[src/rtl/fb_write_arbiter_pkg.sv]
// Shared definitions for the framebuffer write arbiter.
// Holds the FSM encoding, the framebuffer size defaults and the write-beat type.
package fb_write_arbiter_pkg;

    localparam int ADDR_W = 19;
    localparam int DATA_W = 8;

    localparam int                FB_WORDS_RF_DEF   = 307200;
    localparam int                FB_WORDS_DISP_DEF = 110592;
    localparam logic [DATA_W-1:0] CLEAR_VAL_DEF     = 8'h00;

    localparam logic [0:0] ST_CLEAR = 1'b0;
    localparam logic [0:0] ST_PASS  = 1'b1;

    typedef struct packed {
        logic [ADDR_W-1:0] addr;
        logic [DATA_W-1:0] data;
        logic              wen;
    } fb_wr_t;

    function automatic logic [7:0] sat_inc8(input logic [7:0] v);
        return (v == 8'hFF) ? v : v + 8'd1;
    endfunction

endpackage

[src/rtl/fb_clear_counter.sv]
// Clear address generator: walks 0..limit-1 and flags the last word.
// A restart returns it to 0 regardless of where it stands.
module fb_clear_counter
    import fb_write_arbiter_pkg::*;
(
    input  logic              clk,
    input  logic              reset,
    input  logic              restart,
    input  logic              advance,
    input  logic [ADDR_W-1:0] limit,
    output logic [ADDR_W-1:0] clr_addr,
    output logic              done
);

    assign done = (clr_addr == limit - ADDR_W'(1));

    always_ff @(posedge clk or posedge reset) begin
        // NOTE: sequential state uses <= so every flop samples pre-edge values.
        if (reset) begin
            clr_addr <= '0;
        end else if (restart) begin
            clr_addr <= '0;
        end else if (advance) begin
            clr_addr <= done ? '0 : clr_addr + ADDR_W'(1);
        end
    end

endmodule

[src/rtl/fb_write_arbiter.sv]
// Framebuffer write arbiter: clears the VGA BRAM, then forwards the write
// stream selected by mode through one register stage.
module fb_write_arbiter
    import fb_write_arbiter_pkg::*;
#(
    parameter int                FB_WORDS_RF   = FB_WORDS_RF_DEF,
    parameter int                FB_WORDS_DISP = FB_WORDS_DISP_DEF,
    parameter logic [DATA_W-1:0] CLEAR_VAL     = CLEAR_VAL_DEF
)(
    input  logic              clk,
    input  logic              reset,
    input  logic              mode,
    input  logic              clear_req,
    input  logic [ADDR_W-1:0] rf_waddr,
    input  logic [DATA_W-1:0] rf_data,
    input  logic              rf_wen,
    input  logic [ADDR_W-1:0] disp_waddr,
    input  logic [DATA_W-1:0] disp_data,
    input  logic              disp_wen,
    output logic [ADDR_W-1:0] vga_waddr,
    output logic [DATA_W-1:0] dina,
    output logic              ena,
    output logic              wea,
    output logic              clear_busy,
    output logic [7:0]        drop_count
);

    localparam logic [ADDR_W-1:0] LIMIT_RF   = ADDR_W'(FB_WORDS_RF);
    localparam logic [ADDR_W-1:0] LIMIT_DISP = ADDR_W'(FB_WORDS_DISP);

    logic [0:0]        state;
    logic              mode_q;
    logic              restart;
    logic [ADDR_W-1:0] limit;
    logic [ADDR_W-1:0] clr_addr;
    logic              clr_done;
    fb_wr_t            sel_wr;
    fb_wr_t            nxt_wr;
    logic              nxt_busy;
    logic              drop;

    assign restart = clear_req | (mode ^ mode_q);
    assign limit   = mode ? LIMIT_DISP : LIMIT_RF;
    assign sel_wr  = mode ? {disp_waddr, disp_data, disp_wen}
                          : {rf_waddr, rf_data, rf_wen};

    fb_clear_counter u_clear_counter (
        .clk      (clk),
        .reset    (reset),
        .restart  (restart),
        .advance  (state == ST_CLEAR),
        .limit    (limit),
        .clr_addr (clr_addr),
        .done     (clr_done)
    );

    // The restart cycle itself issues nothing, so address 0 is never written twice.
    always_comb begin
        // NOTE: defaults first so every path assigns every output; no latch is inferred.
        nxt_wr   = '0;
        nxt_busy = 1'b0;
        drop     = 1'b0;
        if (restart) begin
            drop = sel_wr.wen;
        end else if (state == ST_CLEAR) begin
            nxt_wr   = '{addr: clr_addr, data: CLEAR_VAL, wen: 1'b1};
            nxt_busy = 1'b1;
            drop     = sel_wr.wen;
        end else begin
            nxt_wr = sel_wr;
            if (sel_wr.wen && (sel_wr.addr >= limit)) begin
                nxt_wr.wen = 1'b0;
                drop       = 1'b1;
            end
        end
    end

    always_ff @(posedge clk or posedge reset) begin
        if (reset) begin
            state      <= ST_CLEAR;
            vga_waddr  <= '0;
            dina       <= '0;
            ena        <= 1'b0;
            wea        <= 1'b0;
            clear_busy <= 1'b0;
            drop_count <= '0;
        end else begin
            if (restart) begin
                state <= ST_CLEAR;
            end else if ((state == ST_CLEAR) && clr_done) begin
                state <= ST_PASS;
            end
            vga_waddr  <= nxt_wr.addr;
            dina       <= nxt_wr.data;
            ena        <= nxt_wr.wen;
            wea        <= nxt_wr.wen;
            clear_busy <= nxt_busy;
            if (drop) begin
                drop_count <= sat_inc8(drop_count);
            end
        end
    end

    // Free-running copy so it tracks mode through reset and no change is seen on release.
    always_ff @(posedge clk) begin
        mode_q <= mode;
    end

endmodule

[config.mk]
export PLATFORM = sky130hd
export DESIGN_NAME = fb_write_arbiter
export DESIGN_NICKNAME = d
export VERILOG_FILES = /design/src/rtl/fb_write_arbiter_pkg.sv /design/src/rtl/fb_clear_counter.sv /design/src/rtl/fb_write_arbiter.sv
export SDC_FILE = /design/constraint.sdc
export NUM_CORES = 1
export LEC_CHECK = 0
export CAP_MARGIN = 0
export CORE_UTILIZATION = 45
export CTS_CLUSTER_DIAMETER = 80
export DETAILED_ROUTE_END_ITERATION = 8
export DONT_BUFFER_PORTS = 1
export GPL_TIMING_DRIVEN = 0
export PLACE_DENSITY = 0.67
export RECOVER_POWER = 25
export SLEW_MARGIN = 0
export SYNTH_ARGS = -nofsm -noshare
export SYNTH_HDL_FRONTEND = slang
export SYNTH_SLANG_ARGS = --single-unit
[constraint.sdc]
create_clock -name clk -period 2.2 [get_ports clk]
set_input_delay 0.44 -clock clk [delete_from_list [all_inputs] [get_ports clk]]
set_output_delay 0.44 -clock clk [all_outputs]
set_load 0.01 [all_outputs]
# Yosys cells after proc, flatten, opt, wreduce, memory -nomap -nowiden
# Cells that the tools add are included.
# op_classes
addsub	3
n_mul	0
div_mod_pow	0
magnitude_cmp	1
eq_ne	3
shift	0
muxes	15
bitwise	4
n_reduce_logical	4
# op_table
op	n
$mux 28	3
$mux 19	4
$add 19x1->19 const B	1
$eq 19x19->1	1
$ge 19x19->1	1
$sub 19x1->19 const B	1
$add 8x1->8 const B	1
$eq 8x8->1 const B	1
$mux 1	8
$logic_and 1x1->1	2
$ne 2x1->1 const B	1
$not 1->1	2
$reduce_and 2->1	1
$reduce_bool 2->1	1
$or 1x1->1	1
$xor 1x1->1	1
# word_totals
regBits	58
latch_bits	0
mem_bits_rw	0
romBits	0
mem_count	0

# Logic depth before layout (Yosys ltp)
# Gate-level depths: netlist (run 1).
# logic_depth
ltp_word	7
mapped_depth	8

# Hierarchy
# From an unflattened synthesis (run 1), not the netlist that was laid out.
# hier_totals
hier_cells	388
hier_area_um2	3812.4
# by_module_without_submodules
mod	instances	cells_each	area_per_inst_um2
fb_write_arbiter	1	180	1958.1
fb_clear_counter	1	208	1854.3

# Worst setup path after synthesis (run 1)
# No wires, ideal clock.
# synth_timing
path_type	in2reg
startpoint	in mode
endpoint	reg drop_count[1]
setup_time_ns	0.125
t_arrival_ns	2.370
slack_ns	-0.294
stages	8
path_buffers	2
path_cell_list	buf_6 > buf_2 > mux2_2 > ha_1 > a31o_2 > a41o_1 > o21ai_2 > mux2_2
# synth_between
elab_chain_len	7
elab_cells_between_ends	10
# synth_lines
element	line	text
from (decl)	fb_write_arbiter.sv:12	input logic mode,
$mux 28 / $mux 19 (equally long branches)	fb_write_arbiter.sv:44, fb_write_arbiter.sv:43	
$ge 19x19->1	fb_write_arbiter.sv:71	if (sel_wr.wen && (sel_wr.addr >= limit)) begin
$logic_and 1x1->1	fb_write_arbiter.sv:71	
$mux 1	fb_write_arbiter.sv:71	
$mux 1	fb_write_arbiter.sv:65	end else if (state == ST_CLEAR) begin
$mux 1 *	fb_write_arbiter.sv:63	if (restart) begin
$reduce_and 2->1 (no line) *	-	
to (signal assigned)	fb_write_arbiter.sv:99	drop_count <= sat_inc8(drop_count);
to (decl)	fb_write_arbiter.sv:25	output logic [7:0] drop_count
# Every way passes the cells marked *; elsewhere a longest branch is shown, timed or not.
# A chain may end at the register's enable or synchronous reset.

# Final worst setup path (run 1)
# Ends and elaborated chain as after synthesis.

==> flow_summary.ini, run 1 <==
[detailed_routing]
via_per_inst = 5.98
drtIter0Drc = 132
detail-route-antenna-nets = 0
dr.pass1.iters = 5
wl_per_cell_um = 17.9
num_vias = 2314
drt-total-wl_mm = 6.93
drc = 0

[clock_network]
clockRootBuffer = clkbuf_8
clock_latency_ns = 0.33
cts_buffers = 9
clkSinkCount = 58
cts_tree = built
htree_levels = 3
clk_path_buf_depth = 2
clkSlewWorstSetupHoldPaths_ns = 0.06
post_cts_buffers = 0

[final_layout]
layout-drive-gt1-share_pct = 11.9
fin_util_pct = 52.8
diodes = 0
final_nets = 370
fill_cells = 576
syn_to_final_growth_pct = 13.0

[die]
io_pins = 98
core_mm2 = 0.00635
dieArea_mm2 = 0.00692
start_util_pct = 46.7
die_y_um = 83.2
placementRows = 29
die_x_um = 83.2

[power]
vdd_ir_drop_max_mv = 0.663
p_leak_nw = 1.44
intPower_mw = 1.94
seqPwrFrac_pct = 48.2
sw_frac_of_total_pct = 25.3
combPwrFrac_pct = 11.3
pwr-share-clk_pct = 40.5
p_switching_uw = 657
p_per_area_mw_per_mm2 = 773

[logic_synthesis]
async_flop_share_pct = 98.3
yosys_most_used_dff = dfrtp_1
synth_top_family_by_area = simple AND/OR/NAND/NOR gates
synth_compound_area_share_pct = 14.4
yosys_register_bits = 58
synth_fp_nets = 357
netlist_area_mm2 = 0.00297
synthCells = 294
muxShareOfSynthArea_pct = 9.87
netlist-cell-type-count = 42
synth_edf_count = 0
synthSimpleGateAreaFrac_pct = 18.0
ys_seq_area_share_pct = 48.8
syn_area_per_cell_um2 = 10.1
yosysWarnings = 0
yosys.area_share.adder_pct = 1.27
synth_xor_area_share_pct = 3.54

[min_path]
holdCritPathClass = primary input to flop
min_path_cells = 0
holdCritStartpoint = mode
holdPathEnd = mode_q

[timing]
clock-skew-final_ns = 0.00624
slew_headroom_pct = 52.9
setup_ws_ns = 0.0631
finalCriticalPeriod_ns = 2.14
drv_slew = 0
worstMarginPinSlew_ns = 0.705
final-setup-viol-count = 0
timing.fmax_mhz = 468
fin_crit_sh_pct = 97.1
rsz0062_at_grt = false
hold_viol_final = 0

[critical_path]
worst-setup-path-type = primary input to flop
critical_path.reg2reg.startpoint = u_clear_counter.clr_addr[16]
reg2reg_depth = 6
start_kind = primary input
crit_path_max_fanout = 10
cp.arrival_ns = 2.36
rrSetupSlack_ns = 0.17
worstSetupEndpointType = flop
required_ns = 2.42
r2r_end = u_clear_counter.clr_addr[7]

[place]
hpwl_mm = 5.05
portBuffers = 0
place_congestion = 0.897
dp_slack_ns = -0.273

[global_routing]
overflow = 0
grt_start_max_net_pins = 40
grt_pass1_vias = 2346
antenna_found_initial = 0
grt_use_total_pct = 21.3
grt_pass1_wl_mm = 11.6

[run_status]
status = finished clean

[job]
cap_violations = 0
-- cells in the mapped netlist, types with 4 or more instances --
master | instances | area, um^2
mux2i_1 | 27 | 270
a211oi_1 | 20 | 150
a21oi_1 | 7 | 35.0
nor3_1 | 4 | 20.0
nand3_1 | 16 | 80.1
or3_1 | 8 | 50.1
o21ai_0 | 9 | 45.0
clkbuf_1 | 10 | 37.5
dfrtp_1 | 57 | 1430
nand4_1 | 5 | 31.3
inv_1 | 7 | 26.3
nor2_1 | 41 | 154
xnor2_1 | 9 | 78.8
nand2_1 | 18 | 67.6
o211ai_1 | 6 | 45.0
buf_2 | 4 | 20.0
-- layout by cell type, fill, tap and decap left out, types with 3 or more instances in the layout --
master	count
nand3_1	16
xor2_1	3
buf_2	3
mux2i_1	27
a22o_1	3
or3_1	8
o21ai_2	3
o21ai_0	9
and4_1	3
clkbuf_8	10
and3_1	3
dfrtp_1	57
a211oi_1	20
clkbuf_1	11
nand2_1	18
nor3_1	4
xnor2_1	9
o211ai_1	6
a21oi_1	7
nand3b_1	3
nor2_1	40
inv_1	7
nand4_1	5
-- repair_timing --
item | 4_1_cts | 5_1_grt
pin swaps | 0 | 2
hold buffers | 1 | 0
resized for setup | 1 | 3
hold endpoints to repair | 18 | 0
endpoints found under the setup margin | 3 | 7
-- critical path, stage by stage --
cell     delay (ns)
buf_6          0.13
buf_8          0.17
mux2_4         0.34
ha_4           0.22
a31o_2         0.19
a41o_1         0.31
o21ai_2        0.23
mux2_4         0.31
-- routing by layer --
metal | track usage [%] | up-vias | share of wire, %
met5 | 0 | - | 0
met4 | 6.74 | 0 | 1.5
met3 | 7.46 | 13 | 6.8
met2 | 34.1 | 84 | 48
met1 | 27.1 | 1134 | 44
li1 | - | 1083 | -
-- final cells by class --
cell class / count / area, um^2 / share of cell area, %
Inverter: 7 / 26.3 / 0.784
Timing Repair Buffer: 2 / 30.0 / 0.896
Tap cell: 77 / 96.3 / 2.87
Multi-Input combinational cell: 211 / 1440 / 43.0
Clock buffer: 11 / 141 / 4.22
Sequential cell: 58 / 1450 / 43.2
Buffer: 18 / 105 / 3.14
Clock inverter: 3 / 65.1 / 1.94
-- logic make-up (layout without fill, tap and decap cells) --
group | Yosys count | in the layout
AND/OR/NAND/NOR | 110 | 110
flip-flops | 58 | 58
AO/OA/AOI/OAI | 57 | 57
multiplexers | 29 | 29
buffers and inverters | 25 | 41
XOR/XNOR | 12 | 12
adder cells (fa/ha/maj) | 3 | 3
-- worst max-delay path by stage --
stage	from	endpoint	slack (ns)	cells past startpoint
2_1_floorplan	mode	drop_count[1]	-0.09	8
5_1_grt	mode	drop_count[1]	0.03	8
4_1_cts	mode	drop_count[1]	0.08	8
3_3_place_gp	mode	drop_count[1]	-0.25	8
6_report	mode	drop_count[1]	0.06	8
3_5_place_dp	mode	drop_count[1]	-0.27	8
-- registers in the layout, summed over array words and instances (netlist names) --
signal and flops:
dina 8, drop_count 8, wea 1, u_clear_counter.clr_addr 19, mode_q 1, state 1
clear_busy 1, vga_waddr 19
-- per-stage QoR --
stage | std cells | power, mW | instance area, um^2 | setup TNS (ns) | hold slack (ns)
6_report | 387 | 2.59 | 3350 | 0 | 0.134
5_1_grt | 387 | 2.70 | 3350 | 0 | 0.116
4_1_cts | 387 | 2.61 | 3330 | 0 | 0.122
3_5_place_dp | 372 | 1.56 | 3110 | -0.768 | 0.331
3_3_place_gp | 371 | 1.55 | 3090 | -13.78 | 0.468
2_1_floorplan | 294 | 1.48 | 3000 | -0.0931 | 0.468
-- power groups by stage --
stage          combinational [mW]  clock [mW]  sequential, mW
2_1_floorplan               0.236           0            1.24
3_3_place_gp                0.280           0            1.27
6_report                    0.293        1.05            1.25
4_1_cts                     0.295        1.06            1.25
3_5_place_dp                0.292           0            1.27
5_1_grt                     0.330        1.11            1.26
Note: power is estimated with default switching activity, not from simulation.
==> inputs of run 2 (changes only) <==
--- a/config.mk
+++ b/config.mk
@@ -6,12 +6,14 @@
 export NUM_CORES = 1
 export LEC_CHECK = 0
 export CAP_MARGIN = 0
-export CORE_UTILIZATION = 45
+export CELL_PAD_IN_SITES_DETAIL_PLACEMENT = 1
+export CELL_PAD_IN_SITES_GLOBAL_PLACEMENT = 2
+export CORE_UTILIZATION = 38
 export CTS_CLUSTER_DIAMETER = 80
 export DETAILED_ROUTE_END_ITERATION = 8
 export DONT_BUFFER_PORTS = 1
 export GPL_TIMING_DRIVEN = 0
-export PLACE_DENSITY = 0.67
+export PLACE_DENSITY = 0.86
 export RECOVER_POWER = 25
 export SLEW_MARGIN = 0
 export SYNTH_ARGS = -nofsm -noshare
==> run 2 against run 1 <==
Effect of this change:
- power grew 8.1%
- design area grew 1.3%
- cell count grew 6.2%
- sequential cell count is the same
- setup slack gained 0.013 ns
- largest power group is now clock
- highest routed layer unchanged
==> flow_summary.ini, run 2 (same netlist as run 1, synthesis figures left out) <==
[timing]
rsz0062_at_grt = false
hold_viol_final = 0
setup_ws_ns = 0.0764
worstMarginPinSlew_ns = 0.946
fin_crit_sh_pct = 96.5
drv_slew = 0
final-setup-viol-count = 0
timing.hold.ws_ns = 0.125
slew_headroom_pct = 36.9
finalCriticalPeriod_ns = 2.12
timing.fmax_mhz = 471
clock-skew-final_ns = 0.00971

[critical_path]
crit_path_top_delay_cell = mux2_4
cp_top_family = compound AO/OA/AOI/OAI gates
cp.arrival_ns = 2.35
cp_common_cell = mux2_4
crit_buf_inv = 2
worst-setup-path-type = primary input to flop
cp_cell_sequence = buf_6 > buf_8 > mux2_4 > ha_4 > a31o_2 > a41o_1 > o21ai_2 > mux2_4
required_ns = 2.42
rrSetupSlack_ns = 0.15
worstSetupEndpointType = flop
cpPeakStageDelay_ns = 0.34
crit_path_max_fanout = 10
start_kind = primary input

[clock_network]
clkSlewWorstSetupHoldPaths_ns = 0.06
clkSinkCount = 58
clock_latency_ns = 0.35
htree_levels = 3
cts_buffers = 9
cts.hold.buffers_added = 0
clk_path_buf_depth = 2
clockRootBuffer = clkbuf_8
cts_tree = built

[power]
p_total_mw = 2.80
p_leak_nw = 1.45
vdd_ir_drop_max_mv = 0.626
p_per_area_mw_per_mm2 = 825

[final_layout]
layout-drive-gt1-share_pct = 12.2
layout_commonest_cell = dfrtp_1
final_cell_area_mm2 = 0.00340
final_nets = 369
layout_common_cells = 57 x dfrtp_1, 40 x nor2_1, 27 x mux2i_1, 20 x a211oi_1, 18 x nand2_1
syn_to_final_growth_pct = 14.6
reg_top3 = u_clear_counter.clr_addr: 19 flops, vga_waddr: 19 flops

[place]
dpl_cell_area_mm2 = 0.00314
dp_slack_ns = -0.274
place_congestion = 0.802
portBuffers = 0
hpwl_mm = 5.85

[detailed_routing]
detail-route-antenna-nets = 0
drt-total-wl_mm = 7.96
drc = 0
num_vias = 2323
drtIter0Drc = 41
wl_per_cell_um = 19.4
dr.pass1.iters = 4
via_per_inst = 5.65

[run_status]
status = finished clean

[die]
die_x_um = 90.3
start_util_pct = 40.0
die_y_um = 90.3
io_pins = 98
placementRows = 31
dieArea_mm2 = 0.00816
core_mm2 = 0.00741

[global_routing]
grt_start_max_net_pins = 38
grt_pass1_vias = 2563
overflow = 0
grt_use_total_pct = 20.9
grt_pass1_wl_mm = 13.1
antenna_found_initial = 1

[min_path]
holdCritPathClass = primary input to flop

[job]
cap_violations = 0
==> run 2: where the power goes <==
group          switching [mW]  internal [mW]  leakage [nW]
registers               0.113           1.13         0.790
logic                   0.152          0.141         0.534
clock network           0.449          0.815         0.123
total                   0.713           2.09          1.45
==> run 2: final timing paths <==
check | startpoint | endpoint | cells past startpoint
max | mode | drop_count[1] | 8
min | mode | mode_q | 0
max reg2reg | u_clear_counter.clr_addr[16] | u_clear_counter.clr_addr[14] | 6
min reg2reg | drop_count[7] | drop_count[7] | 1
max in group asynchronous | reset | drop_count[3] | 2
min in group asynchronous | reset | vga_waddr[6] | 1
==> run 2: what timing repair did <==
action	4_1_cts	5_1_grt
resized for setup	1	2
setup endpoints to repair	9	6
hold endpoints to repair	0	0
buffers inserted	0	0
==> run 2: routing by layer <==
metal | up-vias | track usage, % | wire length [um]
met3 | 6 | 6.99 | 411
met2 | 72 | 34.9 | 3910
met1 | 1166 | 25.7 | 3560
met5 | - | 0 | 0
met4 | 0 | 5.51 | 74
li1 | 1079 | - | -
==> run 2: worst reg2reg max path, stage by stage (launching register included) <==
cell and delay (ns):
dfrtp_1 0.44, or3b_4 0.43, a2111oi_4 0.47, a21oi_1 0.16
buf_4 0.21, a21oi_1 0.13, o21ai_0 0.09
==> run 2: layout make-up <==
class | instances | area, um^2
plain buffers | 18 | 105
repair buffers | 1 | 5.00
multi-input cells | 211 | 1440
diodes | 1 | 2.50
clock inverters | 4 | 97.6
fillers | 829 | 4010
flip-flops and latches | 58 | 1450
inverters | 7 | 26.3
clock buffers | 12 | 155
well taps | 99 | 124
==> run 2: per-stage QoR <==
stage	std cells	utilization, %	TNS (ns)
CTS	410	45.9	0
floorplan	294	-	-0.0931
detailed placement	394	42.4	-0.941
global placement	393	42.1	-18.19
finish	411	45.9	0
global route	411	45.9	0
==> inputs of run 3 (changes only) <==
--- a/config.mk
+++ b/config.mk
@@ -15,6 +15,7 @@
 export GPL_TIMING_DRIVEN = 0
 export PLACE_DENSITY = 0.86
 export RECOVER_POWER = 25
+export REMOVE_ABC_BUFFERS = 1
 export SLEW_MARGIN = 0
 export SYNTH_ARGS = -nofsm -noshare
 export SYNTH_HDL_FRONTEND = slang
==> run 3 against run 2 <==
Effect of this change:
- die area unchanged
- critical path depth down 2
- combinational power down 18%
- sequential power about the same
- critical endpoint is now u_clear_counter.clr_addr[11]
- largest cell class unchanged
- largest power group is now registers
==> flow_summary.ini, run 3 (same netlist as run 1, synthesis figures left out) <==
[run_status]
status = finished clean

[timing]
finalCriticalPeriod_ns = 2.08
rsz0062_at_grt = false
timing.fmax_mhz = 481
slew_headroom_pct = 29.3
final-setup-viol-count = 0
worstMarginPinSlew_ns = 1.06
fin_crit_sh_pct = 94.5
clock-skew-final_ns = 0.00853
setup_ws_ns = 0.121
drv_slew = 0
hold_viol_final = 0
timing.hold.ws_ns = 0.136

[final_layout]
diodes = 0
fin_util_pct = 44.1
final_nets = 352
layout-drive-gt1-share_pct = 11.6
syn_to_final_growth_pct = 10.3
layout_commonest_cell = dfrtp_1
reg_top3 = u_clear_counter.clr_addr: 19 flops, vga_waddr: 19 flops
fill_cells = 845
multiInputGateArea_mm2 = 0.00143
layout_common_cells = 56 x dfrtp_1, 39 x nor2_1, 27 x mux2i_1, 20 x a211oi_1, 17 x nand2_1
seqCellArea_mm2 = 0.00145

[clock_network]
cts_tree = built
clockRootBuffer = clkbuf_8
clkSinkCount = 58
cts.hold.buffers_added = 0
clkSlewWorstSetupHoldPaths_ns = 0.06
clk_path_buf_depth = 2
htree_levels = 3
clock_latency_ns = 0.34
cts_buffers = 9

[detailed_routing]
wl_per_cell_um = 18.6
via_per_inst = 5.59
drtIter0Drc = 67
drt-total-wl_mm = 7.33
detail-route-antenna-nets = 0
num_vias = 2198
dr.pass1.iters = 4
drc = 0

[power]
p_leak_nw = 1.38
p_per_area_mw_per_mm2 = 775
vdd_ir_drop_max_mv = 0.336
p_total_mw = 2.53

[global_routing]
grt_use_total_pct = 19.0
overflow = 0
globalRouteMet1Util_pct = 23.5
grt_util_met2_pct = 31.7
busiest_layer = met2
grtUsageMet3_pct = 5.56
grt_pass1_vias = 2409
grt_start_max_net_pins = 48
antenna_found_initial = 0
grt_pass1_wl_mm = 12.1

[place]
dp_slack_ns = -0.888
place_congestion = 0.764
portBuffers = 0
hpwl_mm = 4.86

[die]
start_util_pct = 40.0
die_y_um = 90.3
io_pins = 98
dieArea_mm2 = 0.00816
placementRows = 31
core_mm2 = 0.00741
die_x_um = 90.3

[critical_path]
start_kind = flop
worst-setup-path-type = flop to flop
worstSetupEndpointType = flop
required_ns = 2.47
cp.arrival_ns = 2.35
crit_path_max_fanout = 13

[job]
cap_violations = 0

[min_path]
holdCritPathClass = primary input to flop
-- run 3: changes by cell type in the layout (fill, tap and decap cells not counted), moves of 2 or more --
cell and delta:
clkbuf_1 -9, buf_2 -3, buf_4 -2, buf_6 -2, bufinv_16 -2, mux2_2 +2
mux2_4 -2
-- run 3: routing by layer --
layer	share of wire (%)	vias to the layer above
met5	0	-
met3	4.4	4
met1	44	1091
met4	0.76	0
li1	-	1038
met2	51	65
-- run 3: timing repair --
action,CTS,global route
buffers inserted,0,1
gates resized for setup,5,4
setup endpoints to repair,31,10
-- run 3: worst paths after layout --
check / start / endpoint / slack (ns) / cells past startpoint
hold reg to reg: drop_count[6] / drop_count[6] / 0.55 / 1
min in group asynchronous: reset / drop_count[4] / 0.25 / 1
max in group asynchronous: reset / vga_waddr[8] / 0.63 / 2
setup / recovery: u_clear_counter.clr_addr[0] / u_clear_counter.clr_addr[11] / 0.12 / 6
setup reg to reg: u_clear_counter.clr_addr[0] / u_clear_counter.clr_addr[11] / 0.12 / 6
hold / removal: mode / mode_q / 0.14 / 0
-- run 3: final cells by class --
type / instances / area share (%)
timing repair buffer: 2 / 0.995
clock buffer: 14 / 5.28
multi-input combinational: 211 / 43.7
sequential: 58 / 44.3
tap: 99 / 3.79
inverter: 7 / 0.803
clock inverter: 2 / 1.07
-- run 3: per-stage QoR --
stage          instances  cell area [um^2]  setup TNS [ns]
6_report             393              3270               0
5_1_grt              393              3270               0
4_1_cts              392              3240               0
3_5_place_dp         376              3010          -15.24
3_3_place_gp         375              2990          -32.92
2_1_floorplan        276              2870         -0.0544
-- run 3: power by group --
part / switching (mW) / internal, mW
logic: 0.123 / 0.118
registers: 0.126 / 1.13
clock network: 0.418 / 0.615
-- run 3: worst max-delay path, cell delays in order, from the launching register on --
cell	delay [ns]
dfrtp_1	0.43
ha_1	0.26
nand3_1	0.29
nor4_4	0.11
a21o_4	0.29
or4_1	0.52
nand3_1	0.10
